[src/rtl/crc_stream_pkg.sv]
// Shared types and helpers for the streaming CRC engine.
package crc_stream_pkg;

  typedef enum logic [1:0] {
    StIdle,
    StData,
    StAppend,
    StRecv
  } crc_state_e;

  // Advance the CRC by din_w data bits, MSB first. Widths up to 32 bits.
  function automatic logic [31:0] crc_step(input logic [31:0]  crc,
                                           input logic [31:0]  data,
                                           input logic [31:0]  poly,
                                           input int unsigned  crc_w,
                                           input int unsigned  din_w);
    logic [31:0] c;
    logic [31:0] mask;
    logic [31:0] top;
    logic [31:0] bit_sh;
    logic        fb;
    // For crc_w == 32 the shift yields 0 and the subtraction wraps to all ones.
    mask = (32'd1 << crc_w) - 32'd1;
    c    = crc & mask;
    for (int i = 31; i >= 0; i--) begin
      if (i < int'(din_w)) begin
        top    = c >> (crc_w - 1);
        bit_sh = data >> i;
        fb     = bit_sh[0] ^ top[0];
        c      = ((c << 1) ^ (fb ? poly : 32'd0)) & mask;
      end
    end
    return c;
  endfunction

  // Beats needed to carry the appended CRC (plus optional end bit).
  function automatic int unsigned num_app_beats(input int unsigned crc_w,
                                                input int unsigned din_w,
                                                input int unsigned end_bit);
    return (crc_w + end_bit + din_w - 1) / din_w;
  endfunction

endpackage

[src/rtl/crc_stream_lfsr.sv]
// CRC register with per-beat parallel update; load restarts from INIT.
module crc_stream_lfsr
  import crc_stream_pkg::*;
#(
  parameter int unsigned      CRC_W = 7,
  parameter logic [CRC_W-1:0] POLY  = 7'h09,
  parameter logic [CRC_W-1:0] INIT  = '0,
  parameter int unsigned      DIN_W = 1
) (
  input  logic             clk_i,
  input  logic             rst_ni,
  input  logic             load_i,
  input  logic             en_i,
  input  logic [DIN_W-1:0] data_i,
  output logic [CRC_W-1:0] crc_o
);

  logic [CRC_W-1:0] crc_q, crc_d, crc_base;

  always_comb begin
    crc_base = load_i ? INIT : crc_q;
    crc_d    = crc_base;
    if (en_i) begin
      crc_d = CRC_W'(crc_step(32'(crc_base), 32'(data_i), 32'(POLY), CRC_W, DIN_W));
    end
  end

  always_ff @(posedge clk_i or negedge rst_ni) begin
    if (!rst_ni) begin
      crc_q <= INIT;
    end else begin
      crc_q <= crc_d;
    end
  end

  assign crc_o = crc_q;

endmodule

[src/rtl/crc_stream_engine.sv]
// Streaming CRC generator (appends CRC) / checker (consumes and compares CRC).
// Build option: CRC_STREAM_END_BIT_EN adds a constant '1' end bit after the CRC.
module crc_stream_engine
  import crc_stream_pkg::*;
#(
  parameter int unsigned      CRC_W = 7,
  parameter logic [CRC_W-1:0] POLY  = 7'h09,
  parameter logic [CRC_W-1:0] INIT  = '0,
  parameter int unsigned      DIN_W = 1
) (
  input  logic             CLK,
  input  logic             RST_N,
  input  logic             MODE,
  input  logic             IN_VALID,
  output logic             IN_READY,
  input  logic [DIN_W-1:0] IN_DATA,
  input  logic             IN_LAST,
  output logic             OUT_VALID,
  input  logic             OUT_READY,
  output logic [DIN_W-1:0] OUT_DATA,
  output logic             OUT_LAST,
  output logic [CRC_W-1:0] CRC,
  output logic             CRC_DONE,
  output logic             CRC_ERR
);

`ifdef CRC_STREAM_END_BIT_EN
  localparam int unsigned END_BIT = 1;
`else
  localparam int unsigned END_BIT = 0;
`endif
  localparam int unsigned      APP_BITS = CRC_W + END_BIT;
  localparam int unsigned      NB       = num_app_beats(CRC_W, DIN_W, END_BIT);
  localparam int unsigned      PAD_W    = NB * DIN_W;
  localparam int unsigned      CNT_W    = $clog2(NB + 1);
  localparam logic [CNT_W-1:0] NB_C     = CNT_W'(NB);
  localparam logic [CNT_W-1:0] NB_M1    = CNT_W'(NB - 1);

  logic                rdy_en_q;
  crc_state_e          state_q, state_d;
  logic                mode_q, mode_d;
  logic [CNT_W-1:0]    cnt_q, cnt_d;
  logic [PAD_W-1:0]    rx_q, rx_d, rx_shift;
  logic                out_valid_q, out_valid_d;
  logic [DIN_W-1:0]    out_data_q, out_data_d;
  logic                out_last_q, out_last_d;
  logic                crc_done_q, crc_done_d;
  logic                crc_err_q, crc_err_d;
  logic                lfsr_load, lfsr_en;
  logic                frame_mode;
  logic                rx_bad;
  logic                out_free;
  logic                in_ready;
  logic                in_fire;
  logic [APP_BITS-1:0] app_bits;
  logic [PAD_W-1:0]    app_pad;
  int unsigned         app_shamt;
  logic [CRC_W-1:0]    crc;

  crc_stream_lfsr #(
    .CRC_W(CRC_W),
    .POLY (POLY),
    .INIT (INIT),
    .DIN_W(DIN_W)
  ) u_lfsr (
    .clk_i (CLK),
    .rst_ni(RST_N),
    .load_i(lfsr_load),
    .en_i  (lfsr_en),
    .data_i(IN_DATA),
    .crc_o (crc)
  );

  // rdy_en_q keeps IN_READY low through reset and the first cycle after release.
  assign out_free = ~out_valid_q | OUT_READY;
  assign in_ready = rdy_en_q & out_free &
                    ((state_q == StIdle) | (state_q == StData) | (state_q == StRecv));
  assign in_fire  = IN_VALID & in_ready;

`ifdef CRC_STREAM_END_BIT_EN
  assign app_bits = {crc, 1'b1};
`else
  assign app_bits = crc;
`endif

  always_comb begin
    // Trailer left-aligned in NB beats, zero-padded in the final beat's LSBs.
    app_pad   = PAD_W'(app_bits) << (PAD_W - APP_BITS);
    app_shamt = 32'(NB_M1 - cnt_q) * DIN_W;
    rx_shift  = (rx_q << DIN_W) | PAD_W'(IN_DATA);
    rx_bad    = rx_shift[PAD_W-1 -: CRC_W] != crc;
`ifdef CRC_STREAM_END_BIT_EN
    rx_bad    = rx_bad | ~rx_shift[PAD_W-1-CRC_W];
`endif
  end

  always_comb begin
    state_d     = state_q;
    mode_d      = mode_q;
    cnt_d       = cnt_q;
    rx_d        = rx_q;
    out_valid_d = out_valid_q & ~OUT_READY;
    out_data_d  = out_data_q;
    out_last_d  = out_last_q;
    crc_done_d  = 1'b0;
    crc_err_d   = crc_err_q;
    lfsr_load   = 1'b0;
    lfsr_en     = 1'b0;
    frame_mode  = (state_q == StIdle) ? MODE : mode_q;

    unique case (state_q)
      StIdle, StData: begin
        if (in_fire) begin
          lfsr_load   = (state_q == StIdle);
          lfsr_en     = 1'b1;
          out_valid_d = 1'b1;
          out_data_d  = IN_DATA;
          out_last_d  = frame_mode & IN_LAST;
          if (state_q == StIdle) begin
            mode_d    = MODE;
            crc_err_d = 1'b0;
            state_d   = StData;
          end
          if (IN_LAST) begin
            cnt_d   = '0;
            state_d = frame_mode ? StRecv : StAppend;
          end
        end
      end
      StAppend: begin
        if (cnt_q != NB_C) begin
          if (out_free) begin
            out_valid_d = 1'b1;
            out_data_d  = DIN_W'(app_pad >> app_shamt);
            out_last_d  = (cnt_q == NB_M1);
            cnt_d       = cnt_q + 1'b1;
          end
        end else if (out_valid_q && OUT_READY && out_last_q) begin
          // Only the final trailer beat can carry OUT_LAST in this state.
          crc_done_d = 1'b1;
          state_d    = StIdle;
        end
      end
      StRecv: begin
        if (in_fire) begin
          rx_d  = rx_shift;
          cnt_d = cnt_q + 1'b1;
          if (cnt_q == NB_M1) begin
            crc_err_d  = rx_bad;
            crc_done_d = 1'b1;
            state_d    = StIdle;
          end
        end
      end
      default: state_d = StIdle;
    endcase
  end

  always_ff @(posedge CLK or negedge RST_N) begin
    if (!RST_N) begin
      rdy_en_q    <= 1'b0;
      state_q     <= StIdle;
      mode_q      <= 1'b0;
      cnt_q       <= '0;
      rx_q        <= '0;
      out_valid_q <= 1'b0;
      out_data_q  <= '0;
      out_last_q  <= 1'b0;
      crc_done_q  <= 1'b0;
      crc_err_q   <= 1'b0;
    end else begin
      rdy_en_q    <= 1'b1;
      state_q     <= state_d;
      mode_q      <= mode_d;
      cnt_q       <= cnt_d;
      rx_q        <= rx_d;
      out_valid_q <= out_valid_d;
      out_data_q  <= out_data_d;
      out_last_q  <= out_last_d;
      crc_done_q  <= crc_done_d;
      crc_err_q   <= crc_err_d;
    end
  end

  assign IN_READY  = in_ready;
  assign OUT_VALID = out_valid_q;
  assign OUT_DATA  = out_data_q;
  assign OUT_LAST  = out_last_q;
  assign CRC       = crc;
  assign CRC_DONE  = crc_done_q;
  assign CRC_ERR   = crc_err_q;

endmodule
[config.mk]
export PLATFORM = sky130hd
export DESIGN_NAME = crc_stream_engine
export DESIGN_NICKNAME = d
export VERILOG_FILES = /design/src/rtl/crc_stream_pkg.sv /design/src/rtl/crc_stream_lfsr.sv /design/src/rtl/crc_stream_engine.sv
export SDC_FILE = /design/constraint.sdc
export NUM_CORES = 1
export LEC_CHECK = 0
export BUFFER_PORTS_ARGS = -buffer_cell sky130_fd_sc_hd__buf_2
export CAP_MARGIN = 15
export CORE_MARGIN = 4
export CORE_UTILIZATION = 40
export CTS_BUF_LIST = sky130_fd_sc_hd__clkbuf_8
export CTS_CLUSTER_SIZE = 8
export DETAILED_ROUTE_END_ITERATION = 6
export GPL_TIMING_DRIVEN = 0
export PLACE_DENSITY = 0.64
export SLEW_MARGIN = 20
export SYNTH_ARGS = -nofsm -noshare
export SYNTH_HDL_FRONTEND = slang
export SYNTH_SLANG_ARGS = --single-unit
[constraint.sdc]
create_clock -name CLK -period 2.5 [get_ports CLK]
set_input_delay 0.75 -clock CLK [delete_from_list [all_inputs] [get_ports CLK]]
set_output_delay 0.75 -clock CLK [all_outputs]
set_load 0.005 [all_outputs]
==> flow_results.xml <==
<?xml version="1.0" encoding="UTF-8"?>
<metrics>
  <group name="clock_network">
    <metric name="worstSkewPairLatency" unit="ps">270</metric>
    <metric name="cts_hold_repair.buffers" unit="">0</metric>
    <metric name="cts_tree" unit="">built</metric>
    <metric name="numCtsBuffers" unit="">3</metric>
    <metric name="clkSinkCount" unit="">25</metric>
    <metric name="path_clk_slew" unit="ps">90</metric>
    <metric name="clockRootBuffer" unit="">sky130_fd_sc_hd__clkbuf_8</metric>
    <metric name="ctsResizeCount" unit="">0</metric>
    <metric name="cts_setup_buffers" unit="">0</metric>
    <metric name="cts-htree-levels" unit="">1</metric>
    <metric name="maximum_clock_path_buffer_count" unit="">2</metric>
  </group>
  <group name="power_and_ir_drop">
    <metric name="seq_power_share" unit="%">36.9</metric>
    <metric name="power.static_leakage" unit="nW">0.8066</metric>
    <metric name="netSwitchingFraction" unit="%">41.12</metric>
    <metric name="switching_power" unit="mW">0.8156</metric>
    <metric name="worst_ir_drop_vdd" unit="uV">680.1</metric>
    <metric name="p_int" unit="mW">1.168</metric>
    <metric name="fin_total_pwr" unit="mW">1.983</metric>
    <metric name="power.density_cell_area" unit="nW/um^2">1173</metric>
    <metric name="pwr-share-comb" unit="%">51.2</metric>
    <metric name="power.clock.fraction" unit="%">11.9</metric>
  </group>
  <group name="route">
    <metric name="dr.pass1.iters" unit="">5</metric>
    <metric name="post_drt_via_cell_ratio" unit="">5.472</metric>
    <metric name="initialDrtViolationCount" unit="">100</metric>
    <metric name="vias" unit="">1160</metric>
    <metric name="drc_errors_left" unit="">0</metric>
    <metric name="detail_route.wl_per_cell" unit="um">14.87</metric>
    <metric name="ant_nets" unit="">0</metric>
    <metric name="wirelength" unit="um">3153</metric>
  </group>
  <group name="die">
    <metric name="die_w" unit="um">69.09</metric>
    <metric name="design.die.area" unit="sq um">4773</metric>
    <metric name="floorplan.rows" unit="">21</metric>
    <metric name="core" unit="sq um">3468</metric>
    <metric name="initial_utilization" unit="%">43.04</metric>
    <metric name="top_level_ports" unit="">20</metric>
    <metric name="fp.dieH" unit="um">69.09</metric>
  </group>
  <group name="cells_and_area">
    <metric name="area_used_by_multi_input_combinational_logic" unit="sq um">819.5</metric>
    <metric name="layout_overhead_on_the_synthesized_area" unit="%">13.24</metric>
    <metric name="insertedDiodeCount" unit="">0</metric>
    <metric name="final_layout_size_suffix_gt1_share" unit="%">25.30</metric>
    <metric name="fill_cells" unit="">345</metric>
    <metric name="sequential_cell_area" unit="sq um">625.6</metric>
    <metric name="nets" unit="">182</metric>
  </group>
  <group name="yosys">
    <metric name="share_of_the_synthesized_area_in_compound_gates_ao_oa_aoi_oai" unit="%">15.00</metric>
    <metric name="synth_cell_type_count" unit="">45</metric>
    <metric name="synthesis.area" unit="sq um">1493</metric>
    <metric name="synthArstFlopShare" unit="%">100.0</metric>
    <metric name="ys_dominant_reg_cell" unit="">sky130_fd_sc_hd__dfrtp_1</metric>
    <metric name="synth_fa_ha_area_share" unit="%">6.706</metric>
    <metric name="postSynthNetCount" unit="">158</metric>
    <metric name="yosysWarningCount" unit="">0</metric>
    <metric name="proportion_of_synthesized_chip_area_in_sequential_cells" unit="%">41.91</metric>
    <metric name="synth_simple_gate_area_share" unit="%">17.44</metric>
    <metric name="synth-edff-count" unit="">0</metric>
    <metric name="mux_share_of_post_synthesis_cell_area" unit="%">11.40</metric>
    <metric name="synth_top_family_by_area" unit="">simple AND/OR/NAND/NOR gates</metric>
    <metric name="yosys.area_share.xor_xnor" unit="%">4.107</metric>
    <metric name="synth.ff_latch_count" unit="">25</metric>
    <metric name="syn_area_per_cell" unit="sq um">10.44</metric>
    <metric name="postSynthCellCount" unit="">143</metric>
  </group>
  <group name="grt">
    <metric name="initial_antenna_violation_count" unit="">0</metric>
    <metric name="grt_start_max_net_pins" unit="">26</metric>
    <metric name="grt_pass1_vias" unit="">1095</metric>
    <metric name="globalRouteOverflowTotal" unit="">0</metric>
    <metric name="grtUsageTotal" unit="%">13.88</metric>
    <metric name="grt_pass1_wl" unit="um">5382</metric>
  </group>
  <group name="critical_path">
    <metric name="worst_path_top_cell_family_by_delay" unit="">flip-flops</metric>
    <metric name="cp-end-kind" unit="">primary output</metric>
    <metric name="critical_path.n_buffers_inverters" unit="">3</metric>
    <metric name="r2r-start" unit="">state_q[0]</metric>
    <metric name="worst_path_max_delay_cell" unit="">sky130_fd_sc_hd__dfrtp_1</metric>
    <metric name="worst_path_cell_trace" unit="">inv_1, ha_1, buf_6, nor2b_4, and2_1, buf_2</metric>
    <metric name="depth_of_the_most_critical_reg_to_reg_path" unit="">8</metric>
    <metric name="worst_ep_arrival" unit="ps">1460</metric>
    <metric name="timing.reg2reg.setup_slack" unit="ps">480</metric>
    <metric name="worst_setup_path_start_kind" unit="">flip-flop</metric>
    <metric name="worstSetupPathType" unit="">reg2out</metric>
    <metric name="worstPathMaxFanout" unit="">9</metric>
    <metric name="rr_endpoint" unit="">CRC_ERR</metric>
    <metric name="worst_path_largest_cell_delay" unit="ps">380</metric>
    <metric name="cp_data_required_time" unit="ps">1750</metric>
  </group>
  <group name="sta">
    <metric name="hold-worst-slack" unit="ps">462.7</metric>
    <metric name="fmaxAchievable" unit="MHz">452.7</metric>
    <metric name="finalCriticalPeriod" unit="ps">2209</metric>
    <metric name="slew_headroom" unit="%">62.41</metric>
    <metric name="rsz_0062_raised_after_global_routing" unit="">false</metric>
    <metric name="setup-violations-final" unit="">0</metric>
    <metric name="finalHoldViolations" unit="">0</metric>
    <metric name="setup-tns-final" unit="ps">0</metric>
    <metric name="period_share" unit="%">88.35</metric>
    <metric name="max_slew.worst_pin.slew" unit="ps">563.8</metric>
    <metric name="timing_max_transition_violations_final" unit="">0</metric>
    <metric name="final.setup_skew" unit="ps">4.385</metric>
  </group>
  <group name="place">
    <metric name="gp_congestion" unit="">0.7974</metric>
    <metric name="dpl.hpwl" unit="um">2380</metric>
    <metric name="portBuffers" unit="">19</metric>
  </group>
  <group name="flow_run">
    <metric name="maxCapViolations" unit="">0</metric>
  </group>
  <group name="hold_path">
    <metric name="min_path_type" unit="">in2async</metric>
  </group>
  <group name="status">
    <metric name="result_of_the_run" unit="">finished, final reports clean</metric>
  </group>
</metrics>
## cell type report
type                    instances  share of cell area (%)
multi-input cells             108                   48.48
flip-flops and latches         25                   37.01
repair buffers                 19                   5.625
well taps                      46                   3.405
clock buffers                   3                   2.443
inverters                       7                   1.554
plain buffers                   3                   1.258
clock inverters                 1                  0.2221
## worst max-delay path by stage
| stage | start | end | cells past startpoint |
|---|---|---|---|
| finish | state_q[0] | IN_READY | 6 |
| global route | state_q[0] | IN_READY | 6 |
| CTS | state_q[0] | IN_READY | 6 |
| detailed placement | OUT_READY | CRC_ERR | 6 |
| global placement | OUT_READY | CRC_ERR | 6 |
| floorplan | OUT_READY | CRC_ERR | 5 |
## cells in the final DEF (no fill, tap or decap), types with 4 or more instances in the layout
| cell type | netlist | routed |
|---|---|---|
| sky130_fd_sc_hd__nand2_1 | 16 | 16 |
| sky130_fd_sc_hd__nor2_1 | 7 | 7 |
| sky130_fd_sc_hd__a21oi_1 | 4 | 4 |
| sky130_fd_sc_hd__inv_1 | 7 | 8 |
| sky130_fd_sc_hd__mux2_1 | 4 | 4 |
| sky130_fd_sc_hd__ha_1 | 8 | 8 |
| sky130_fd_sc_hd__dfrtp_1 | 25 | 25 |
| sky130_fd_sc_hd__buf_2 | 2 | 21 |
| sky130_fd_sc_hd__xor2_1 | 4 | 4 |
| sky130_fd_sc_hd__nand2b_1 | 5 | 5 |
| sky130_fd_sc_hd__mux2_2 | 6 | 6 |
| sky130_fd_sc_hd__o21ai_0 | 9 | 9 |
## synthesized netlist by cell type, types with 3 or more instances
cell	instances	share of area [%]
sky130_fd_sc_hd__o22ai_1	3	1.3
sky130_fd_sc_hd__mux2_1	4	3.0
sky130_fd_sc_hd__inv_1	7	1.8
sky130_fd_sc_hd__nor2b_1	3	1.3
sky130_fd_sc_hd__mux2_2	6	4.5
sky130_fd_sc_hd__nand2b_1	5	2.1
sky130_fd_sc_hd__o21ai_0	9	3.0
sky130_fd_sc_hd__a21oi_1	4	1.3
sky130_fd_sc_hd__nand2_1	16	4.0
sky130_fd_sc_hd__dfrtp_1	25	42
sky130_fd_sc_hd__ha_1	8	6.7
sky130_fd_sc_hd__xor2_1	4	2.3
sky130_fd_sc_hd__xnor2_1	3	1.8
sky130_fd_sc_hd__nor2_1	7	1.8
## registers in the layout, summed over array words and instances, names as in the netlist
| name | count |
|---|---|
| u_lfsr.crc_o | 7 |
| rx_q | 6 |
| cnt_q | 3 |
| state_q | 2 |
| CRC_DONE | 1 |
| CRC_ERR | 1 |
| OUT_DATA | 1 |
| OUT_LAST | 1 |
| OUT_VALID | 1 |
| mode_q | 1 |
| rdy_en_q | 1 |
## cell families (layout without fill, tap and decap cells)
logic type	count (synthesis)	count (layout)
AOI/OAI and AO/OA	32	32
other	1	1
and+or+nand+nor	46	46
buffers and inverters	10	33
muxes	14	14
DFF	25	25
adders and majority gates	8	8
xor gates and xnor gates	7	7
## metrics by stage
| step | setup slack (ps) | util, % | cells | cell area (sq um) |
|---|---|---|---|---|
| global route | 174.9 | 48.74 | 212 | 1690 |
| floorplan | 667.7 | - | 143 | 1493 |
| finish | 291.2 | 48.74 | 212 | 1690 |
| detailed placement | 420.1 | 47.44 | 208 | 1645 |
| CTS | 275.1 | 48.74 | 212 | 1690 |
| global placement | 433.3 | 47.44 | 208 | 1645 |
## routing by layer
layer | track usage [%] | part of all wire, % | up-vias | wire length, um
met2 | 21.61 | 45 | 35 | 1420
met3 | 4.651 | 5.9 | 2 | 187
met5 | 0 | 0 | - | 0
met4 | 2.603 | 0.44 | 0 | 14
met1 | 18.90 | 49 | 572 | 1531
li1 | - | - | 551 | -
## power by group through the flow
stage                     clock [mW]  sequential, mW  combinational [mW]
after floorplan                    0           0.708               0.766
after global placement             0           0.735               0.993
after detailed placement           0           0.743                1.01
after CTS                      0.244           0.735                1.02
after global routing           0.258           0.761                1.13
final                          0.235           0.732                1.02
(Power assumes the default switching activity.)
